--- config.mk ---
export PLATFORM = sky130hd
export DESIGN_NAME = uart_calc_master_ctrl
export DESIGN_NICKNAME = d
export VERILOG_FILES = /design/src/rtl/uart_calc_master_ctrl.sv
export SDC_FILE = /design/constraint.sdc
export NUM_CORES = 1
export LEC_CHECK = 0
export ABC_AREA = 1
export BUFFER_PORTS_ARGS = -buffer_cell sky130_fd_sc_hd__buf_2
export CORE_ASPECT_RATIO = 0.6
export CORE_MARGIN = 8
export CORE_UTILIZATION = 55
export CTS_CLUSTER_SIZE = 8
export DETAILED_ROUTE_END_ITERATION = 7
export PLACE_DENSITY = 0.77
export RECOVER_POWER = 100
export SYNTH_ARGS = -nofsm -noshare
export SYNTH_HDL_FRONTEND = slang
export SYNTH_SLANG_ARGS = --single-unit
--- constraint.sdc ---
create_clock -name clk -period 2.93 [get_ports clk]
set_clock_uncertainty 0.1 [all_clocks]
set_input_delay 0.1465 -clock clk [delete_from_list [all_inputs] [get_ports clk]]
set_output_delay 0.1465 -clock clk [all_outputs]
set_load 0.005 [all_outputs]
--- src/rtl/uart_calc_master_ctrl.sv ---
// Host-side UART calculator transaction controller: sends a 5-byte request and collects a 16-bit reply.
// Optional checksum byte on both directions is enabled by defining UART_CALC_CHECKSUM_EN.
module uart_calc_master_ctrl #(
   parameter int unsigned INTER_BYTE_DELAY = 1000,
   parameter int unsigned RESP_TIMEOUT     = 10_000_000,
   parameter int unsigned TX_BUSY_GUARD    = 100
) (
   input  logic        clk,
   input  logic        resetN,
   input  logic        start,
   input  logic [15:0] op_a,
   input  logic [15:0] op_b,
   input  logic [7:0]  opcode,
   output logic [7:0]  tx_data,
   output logic        tx_start,
   input  logic        tx_busy,
   input  logic [7:0]  rx_data,
   input  logic        rx_ready,
   output logic        busy,
   output logic        done,
   output logic [15:0] result,
   output logic        timeout_err,
`ifdef UART_CALC_CHECKSUM_EN
   output logic        chk_err,
`endif
   output logic [3:0]  state_dbg
);

   typedef enum logic [3:0] {
      S_IDLE      = 4'd0,
      S_LOAD      = 4'd1,
      S_SEND      = 4'd2,
      S_WAIT_BUSY = 4'd3,
      S_WAIT_TX   = 4'd4,
      S_GAP       = 4'd5,
      S_WAIT_RX0  = 4'd6,
      S_WAIT_RX1  = 4'd7,
      S_DONE      = 4'd8,
      S_ERR       = 4'd9,
      S_WAIT_RX2  = 4'd10
   } state_t;

`ifdef UART_CALC_CHECKSUM_EN
   localparam logic [2:0] LAST_IDX = 3'd5;
`else
   localparam logic [2:0] LAST_IDX = 3'd4;
`endif

   state_t      state, state_nxt;
   logic [31:0] cnt, cnt_nxt;
   logic [2:0]  idx, idx_nxt;

   logic [15:0] a_q, b_q, shadow;
   logic [7:0]  opc_q;
   logic [7:0]  frame_byte;

`ifdef UART_CALC_CHECKSUM_EN
   logic        chk_bad;

   function automatic logic [7:0] xor_fold5(input logic [15:0] a, input logic [15:0] b,
                                            input logic [7:0] op);
      return a[7:0] ^ a[15:8] ^ b[7:0] ^ b[15:8] ^ op;
   endfunction
`endif

   always_comb begin
      case (idx)
         3'd0:    frame_byte = a_q[7:0];
         3'd1:    frame_byte = a_q[15:8];
         3'd2:    frame_byte = b_q[7:0];
         3'd3:    frame_byte = b_q[15:8];
`ifdef UART_CALC_CHECKSUM_EN
         3'd5:    frame_byte = xor_fold5(a_q, b_q, opc_q);
`endif
         default: frame_byte = opc_q;
      endcase
   end

   always_comb begin
      state_nxt = state;
      cnt_nxt   = cnt;
      idx_nxt   = idx;
      case (state)
         S_IDLE: begin
            if (start) begin
               state_nxt = S_LOAD;
               idx_nxt   = '0;
               cnt_nxt   = '0;
            end
         end
         S_LOAD: state_nxt = S_SEND;
         S_SEND: begin
            state_nxt = S_WAIT_BUSY;
            cnt_nxt   = '0;
         end
         // A transmitter that never acknowledges is treated as having sent the byte.
         S_WAIT_BUSY: begin
            if (tx_busy || (cnt + 1 >= TX_BUSY_GUARD)) begin
               state_nxt = S_WAIT_TX;
               cnt_nxt   = '0;
            end else begin
               cnt_nxt = cnt + 1;
            end
         end
         S_WAIT_TX: begin
            if (!tx_busy) begin
               state_nxt = S_GAP;
               cnt_nxt   = '0;
            end
         end
         S_GAP: begin
            if (cnt + 1 >= INTER_BYTE_DELAY) begin
               cnt_nxt = '0;
               if (idx == LAST_IDX) begin
                  state_nxt = S_WAIT_RX0;
               end else begin
                  idx_nxt   = idx + 3'd1;
                  state_nxt = S_LOAD;
               end
            end else begin
               cnt_nxt = cnt + 1;
            end
         end
         // The received byte takes priority over the timeout terminal count.
         S_WAIT_RX0, S_WAIT_RX1, S_WAIT_RX2: begin
            if (rx_ready) begin
               cnt_nxt = '0;
               if (state == S_WAIT_RX0) begin
                  state_nxt = S_WAIT_RX1;
`ifdef UART_CALC_CHECKSUM_EN
               end else if (state == S_WAIT_RX1) begin
                  state_nxt = S_WAIT_RX2;
`endif
               end else begin
                  state_nxt = S_DONE;
               end
            end else if (cnt + 1 >= RESP_TIMEOUT) begin
               state_nxt = S_ERR;
            end else begin
               cnt_nxt = cnt + 1;
            end
         end
         S_DONE:  state_nxt = S_IDLE;
         S_ERR:   state_nxt = S_IDLE;
         default: state_nxt = S_IDLE;
      endcase
   end

   always_ff @(posedge clk) begin
      if (!resetN) begin
         state <= S_IDLE;
         cnt   <= '0;
         idx   <= '0;
      end else begin
         state <= state_nxt;
         cnt   <= cnt_nxt;
         idx   <= idx_nxt;
      end
   end

   // Registered outputs: busy tracks the next state so it drops on the same edge done rises.
   always_ff @(posedge clk) begin
      if (!resetN) begin
         tx_data     <= '0;
         tx_start    <= 1'b0;
         busy        <= 1'b0;
         done        <= 1'b0;
         result      <= '0;
         timeout_err <= 1'b0;
`ifdef UART_CALC_CHECKSUM_EN
         chk_err     <= 1'b0;
`endif
      end else begin
         tx_start <= (state_nxt == S_SEND);
         busy     <= (state_nxt != S_IDLE);
         done     <= (state == S_DONE) || (state == S_ERR);
         if (state == S_LOAD) begin
            tx_data <= frame_byte;
         end
         if (state == S_DONE) begin
            timeout_err <= 1'b0;
`ifdef UART_CALC_CHECKSUM_EN
            chk_err <= chk_bad;
            if (!chk_bad) begin
               result <= shadow;
            end
`else
            result <= shadow;
`endif
         end
         if (state == S_ERR) begin
            timeout_err <= 1'b1;
`ifdef UART_CALC_CHECKSUM_EN
            chk_err     <= 1'b0;
`endif
         end
      end
   end

   always_ff @(posedge clk) begin
      if (state == S_IDLE && start) begin
         a_q   <= op_a;
         b_q   <= op_b;
         opc_q <= opcode;
      end
      if (state == S_WAIT_RX0 && rx_ready) begin
         shadow[7:0] <= rx_data;
      end
      if (state == S_WAIT_RX1 && rx_ready) begin
         shadow[15:8] <= rx_data;
      end
`ifdef UART_CALC_CHECKSUM_EN
      if (state == S_WAIT_RX2 && rx_ready) begin
         chk_bad <= (rx_data != (shadow[7:0] ^ shadow[15:8]));
      end
`endif
   end

   assign state_dbg = state;

endmodule

Yosys cells after proc, flatten, opt, wreduce, memory -nomap -nowiden
Index checks and enable logic that the tools add are counted.
W data, S select, Z words.

storage, ports and cells
  register bits after elaboration = 123
  bits of input ports = 53
  output and inout bits = 32

cells by class
  add/subtract/negate cells = 2
  order comparisons = 3
  equality and inequality tests = 20
  mux-type cells = 23
  reductions and logical operators = 14

operator list
  cell                     number
  $mux W32                 6
  $pmux W32 S6             1
  $add A32 B1 Y32 const B  1
  $ge A32 B10 Y1 const B   1
  $ge A32 B24 Y1 const B   1
  $ge A32 B7 Y1 const B    1
  $pmux W8 S4              1
  $mux W4                  7
  $pmux W4 S7              1
  $eq A4 B3 Y1 const B     4
  $eq A4 B2 Y1 const B     3
  $eq A4 B4 Y1 const B     3
  $mux W3                  4
  $ne A2 B2 Y1 const B     4
  $reduce_and A4 Y1        2
  $eq A3 B2 Y1 const B     2
  $pmux W3 S2              1
  $reduce_bool A6 Y1       1
  $eq A4 B1 Y1 const B     1
  $logic_not A4 Y1         1
  $reduce_bool A2 Y1       2
  $reduce_bool A4 Y1       1
  $add A3 B1 Y3 const B    1
  $eq A3 B1 Y1 const B     1
  other kinds (7)          11

Logic depth before layout (Yosys ltp)
  word-level depth = 6
  mapped depth = 21
  depth with buffers taken out = 20

Worst setup path before layout
No wires, ideal clock.

  kind = reg-to-reg
  start = register cnt[0]
  end = register cnt[4]
  setup time = 0.132 ns
  data arrival time = 2.182 ns
  data required time = 2.698 ns
  slack = 0.516 ns
  cell stages (with the launch flop) = 20
  clock period less this slack = 2.414 ns
  cell sequence = dfxtp_1 ha_1 inv_1 nor2_4 nand2_2 nor2_4 nand2_1 nand2_1 nand2_1 nor2_1 nand2_1 nor2_4 inv_1 nor2_4 nand2_4 nand2_8 nand2_4 buf_6 nand2_1 a21oi_1

between the ends
  word-level cells in the longest chain between the ends = 5

RTL lines
  what                      RTL line  text
  start: declaration        50        logic [31:0] cnt, cnt_nxt;
  start signal: assignment  156       cnt <= cnt_nxt;
  $add A32 B1 Y32 (*)       -
  $ge A32 B7 Y1             98        if (tx_busy || (cnt + 1 >= TX_BUSY_GUARD)) begin
  $logic_or A1 B1 Y1        98
  $mux W32                  98
  $pmux W32 S6              83        case (state)

Every way passes the cells marked *; elsewhere a longest branch is shown, timed or not. The select of a mux whose other input is x is not followed.
A chain may end at the register's enable or synchronous reset.

Final worst setup path
  start = register cnt[1]
  end = register cnt[6]

Same word-level chain as after synthesis.

==> results.yml <==
critical_path:
  worstPathCellList: "ha_1, inv_1, nor2_4, nand2_2, nor2_4, nand3_1, nand2_1, nand2_1, inv_1, nand2_1, nor2_4, inv_1, nor2_4, nand2_4, nand2_8, buf_12, nand3_1, a21oi_1"
  crit_arrival_ns: 3.02
  cp_slowest_cell: "dfxtp_1"
  critical_path_class: "register to register"
  startpoint_type: "register"
  crit_fanout: 21
  cpMostUsedCell: "nor2_4"
  end_kind: "register"
  max_stage_delay_ns: 0.34
  worstPathRequired_ns: 3.17
placement:
  io_buffers: 84
  gp_congestion: 0.921
  dpl.hpwl_um: 12500
sta:
  setup_viol: 0
  period_share: 0.949
  worstMarginPinSlew_ns: 1.01
  max_freq_mhz: 360
  period_needed_ns: 2.78
  setup_tns_ns: 0
  slew_viol_final: 0
  slew_headroom: 0.330
  hold_viol_final: 0
global_routing:
  grt.overflow.total: 0
  grt_pass1_vias: 5931
  grt_max_degree: 41
  antenna_found_initial: 0
  track_usage: 0.254
  grt_pass1_wl_um: 30600
logic_synthesis:
  netlist_area_um2: 6330
  synth-seq-cells: 123
  ys_seq_area_frac: 0.478
  syn_area_per_cell_um2: 7.72
  synth_top_cell_by_area: "edfxtp_1"
  synthTopCellsByArea: "edfxtp_1 (27%), dfxtp_1 (21%), nand2_1 (13%)"
  synth_top_family_by_area: "simple AND/OR/NAND/NOR gates"
  syn-instance-count: 820
  synth_top_area_share: 0.266
  synth-adder-area-share: 0.0119
  synthArstFlopShare: 0
  synth_cell_types: 35
  synth_enable_flop_cells: 56
  synth_warnings: 0
  synth_mux_area_frac: 0
  synth_compound_area_frac: 0.0821
  synth_nets: 879
  synthFlopType: "dfxtp_1"
  synthSimpleGateAreaFrac: 0.351
  synthXorXnorAreaFrac: 0.00692
clocking:
  clkLatencyLatePin_ns: 0.42
  cts_root_buffer: "clkbuf_16"
  cts_sinks: 123
  cts-buffers-inserted: 17
  clockBufferDepth: 2
  path_clk_slew_ns: 0.06
  cts_max_level: 4
  cts_tree: "built"
detailed_routing:
  drc: 0
  firstDrtPassIters: 6
  vias: 6302
  viasPerCell: 5.54
  antenna_left: 0
  routedWlPerCell_um: 16.9
  routed_wirelength_um: 19200
  first_iter_violations: 776
die:
  rows: 30
  core_area_um2: 11300
  io_pins: 85
  die_y_um: 99.1
  dieArea_um2: 15300
  die_w_um: 154
  start_util: 0.562
final_layout:
  fillers: 857
  nNetsFinal: 1039
  syn_to_final_growth_pct: 29.2
  drive_above_1_share: 0.162
  n_antenna_cell: 0
  layout_commonest_cell: "nand2_1"
  mostFrequentLayoutCells: "nand2_1 (216), nor2_1 (108), nand3_1 (83)"
power:
  leakage_nw: 3.41
  finalPower_w: 0.00473
  power_density_nw_per_um2: 579
  vdd_drop_max_mv: 0.563
min_path:
  hold_path.class: "primary input to register"
run_status:
  status: "completed"
run:
  maxCapViolCount: 0
-- logic make-up after synthesis --
kind of cell | after synthesis
xor gates and xnor gates | 5
and+or+nand+nor | 495
AOI/OAI and AO/OA | 84
adders and majority gates | 6
DFF | 123
buffers and inverters | 107
-- worst max-delay path: cells and delay by family (launching register included) --
kind,cells,cell delay [ns]
flops,1,0.34
simple gates,12,1.46
compound gates,1,0.17
fa+ha+maj,1,0.21
buf+inv,4,0.41
-- layout make-up --
type,count,area [um^2],share of cell area
flip-flops and latches,123,3030,0.370
multi-input cells,590,2930,0.359
repair buffers,166,1130,0.138
clock buffers,20,457,0.0558
inverters,82,312,0.0381
well taps,144,180,0.0220
clock inverters,12,138,0.0168
-- layer usage --
layer / track usage / part of all wire / vias to the layer above
met5: 0 / 0 / -
met4: 0.0779 / 0.022 / 0
met3: 0.101 / 0.14 / 41
met2: 0.351 / 0.41 / 412
met1: 0.355 / 0.43 / 2801
li1: - / - / 3048
-- final timing paths --
check	start	endpoint	slack [ns]	cells after the start
worst max-delay path	cnt[1]	cnt[6]	0.15	18
worst min-delay path	resetN	cnt[0]	0.15	4
worst min register to register	shadow[12]	result[12]	0.37	2
worst max register to register	cnt[1]	cnt[6]	0.15	18
-- report_power, final --
group | switching [W] | internal (W) | total, W
combinational | 0.000400 | 0.000249 | 0.000648
clock | 0.000794 | 0.00130 | 0.00210
sequential | 0.0000572 | 0.00193 | 0.00199
-- timing repair --
item                                    in CTS  in global routing
gates resized for setup                      0                 29
endpoints found under the hold margin       57                  0
hold buffers                                49                  0
endpoints found under the setup margin       0                 38
setup buffers                                0                  6
-- cell usage after synthesis, types with 2 or more instances --
master,count
a211oi_1,3
a21oi_1,30
a221oi_1,8
a22o_1,8
buf_4,3
buf_6,4
clkbuf_1,17
clkinv_1,3
dfxtp_1,67
edfxtp_1,56
ha_1,6
inv_1,79
nand2_1,217
nand2_2,9
nand2_4,3
nand3_1,85
nand3_2,2
nand3b_1,2
nand4_1,21
nor2_1,118
nor2_2,2
nor2_4,7
nor2_8,2
nor3_1,24
o211ai_1,8
o21ai_0,22
o21bai_1,3
xor2_1,4
-- per-stage QoR --
step           hold WS [ns]   util  setup slack [ns]  instances  instance area (um^2)
3_3_place_gp          0.223  0.621             0.145       1050                  7000
6_report              0.155  0.726             0.149       1137                  8180
4_1_cts               0.113  0.718             0.106       1131                  8080
5_1_grt               0.147  0.726           -0.0303       1137                  8180
3_5_place_dp          0.225  0.621             0.132       1050                  7000
2_1_floorplan         0.145      -             0.516        820                  6330
-- sequential cells by signal (all words and copies together) (netlist names) --
name and cells:
b_q 16, tx_start 1, tx_data 8, cnt 32
timeout_err 1, state_dbg 4, shadow 16, a_q 16
result 16, done 1, busy 1, opc_q 8
idx 3
(Power assumes the default switching activity.)
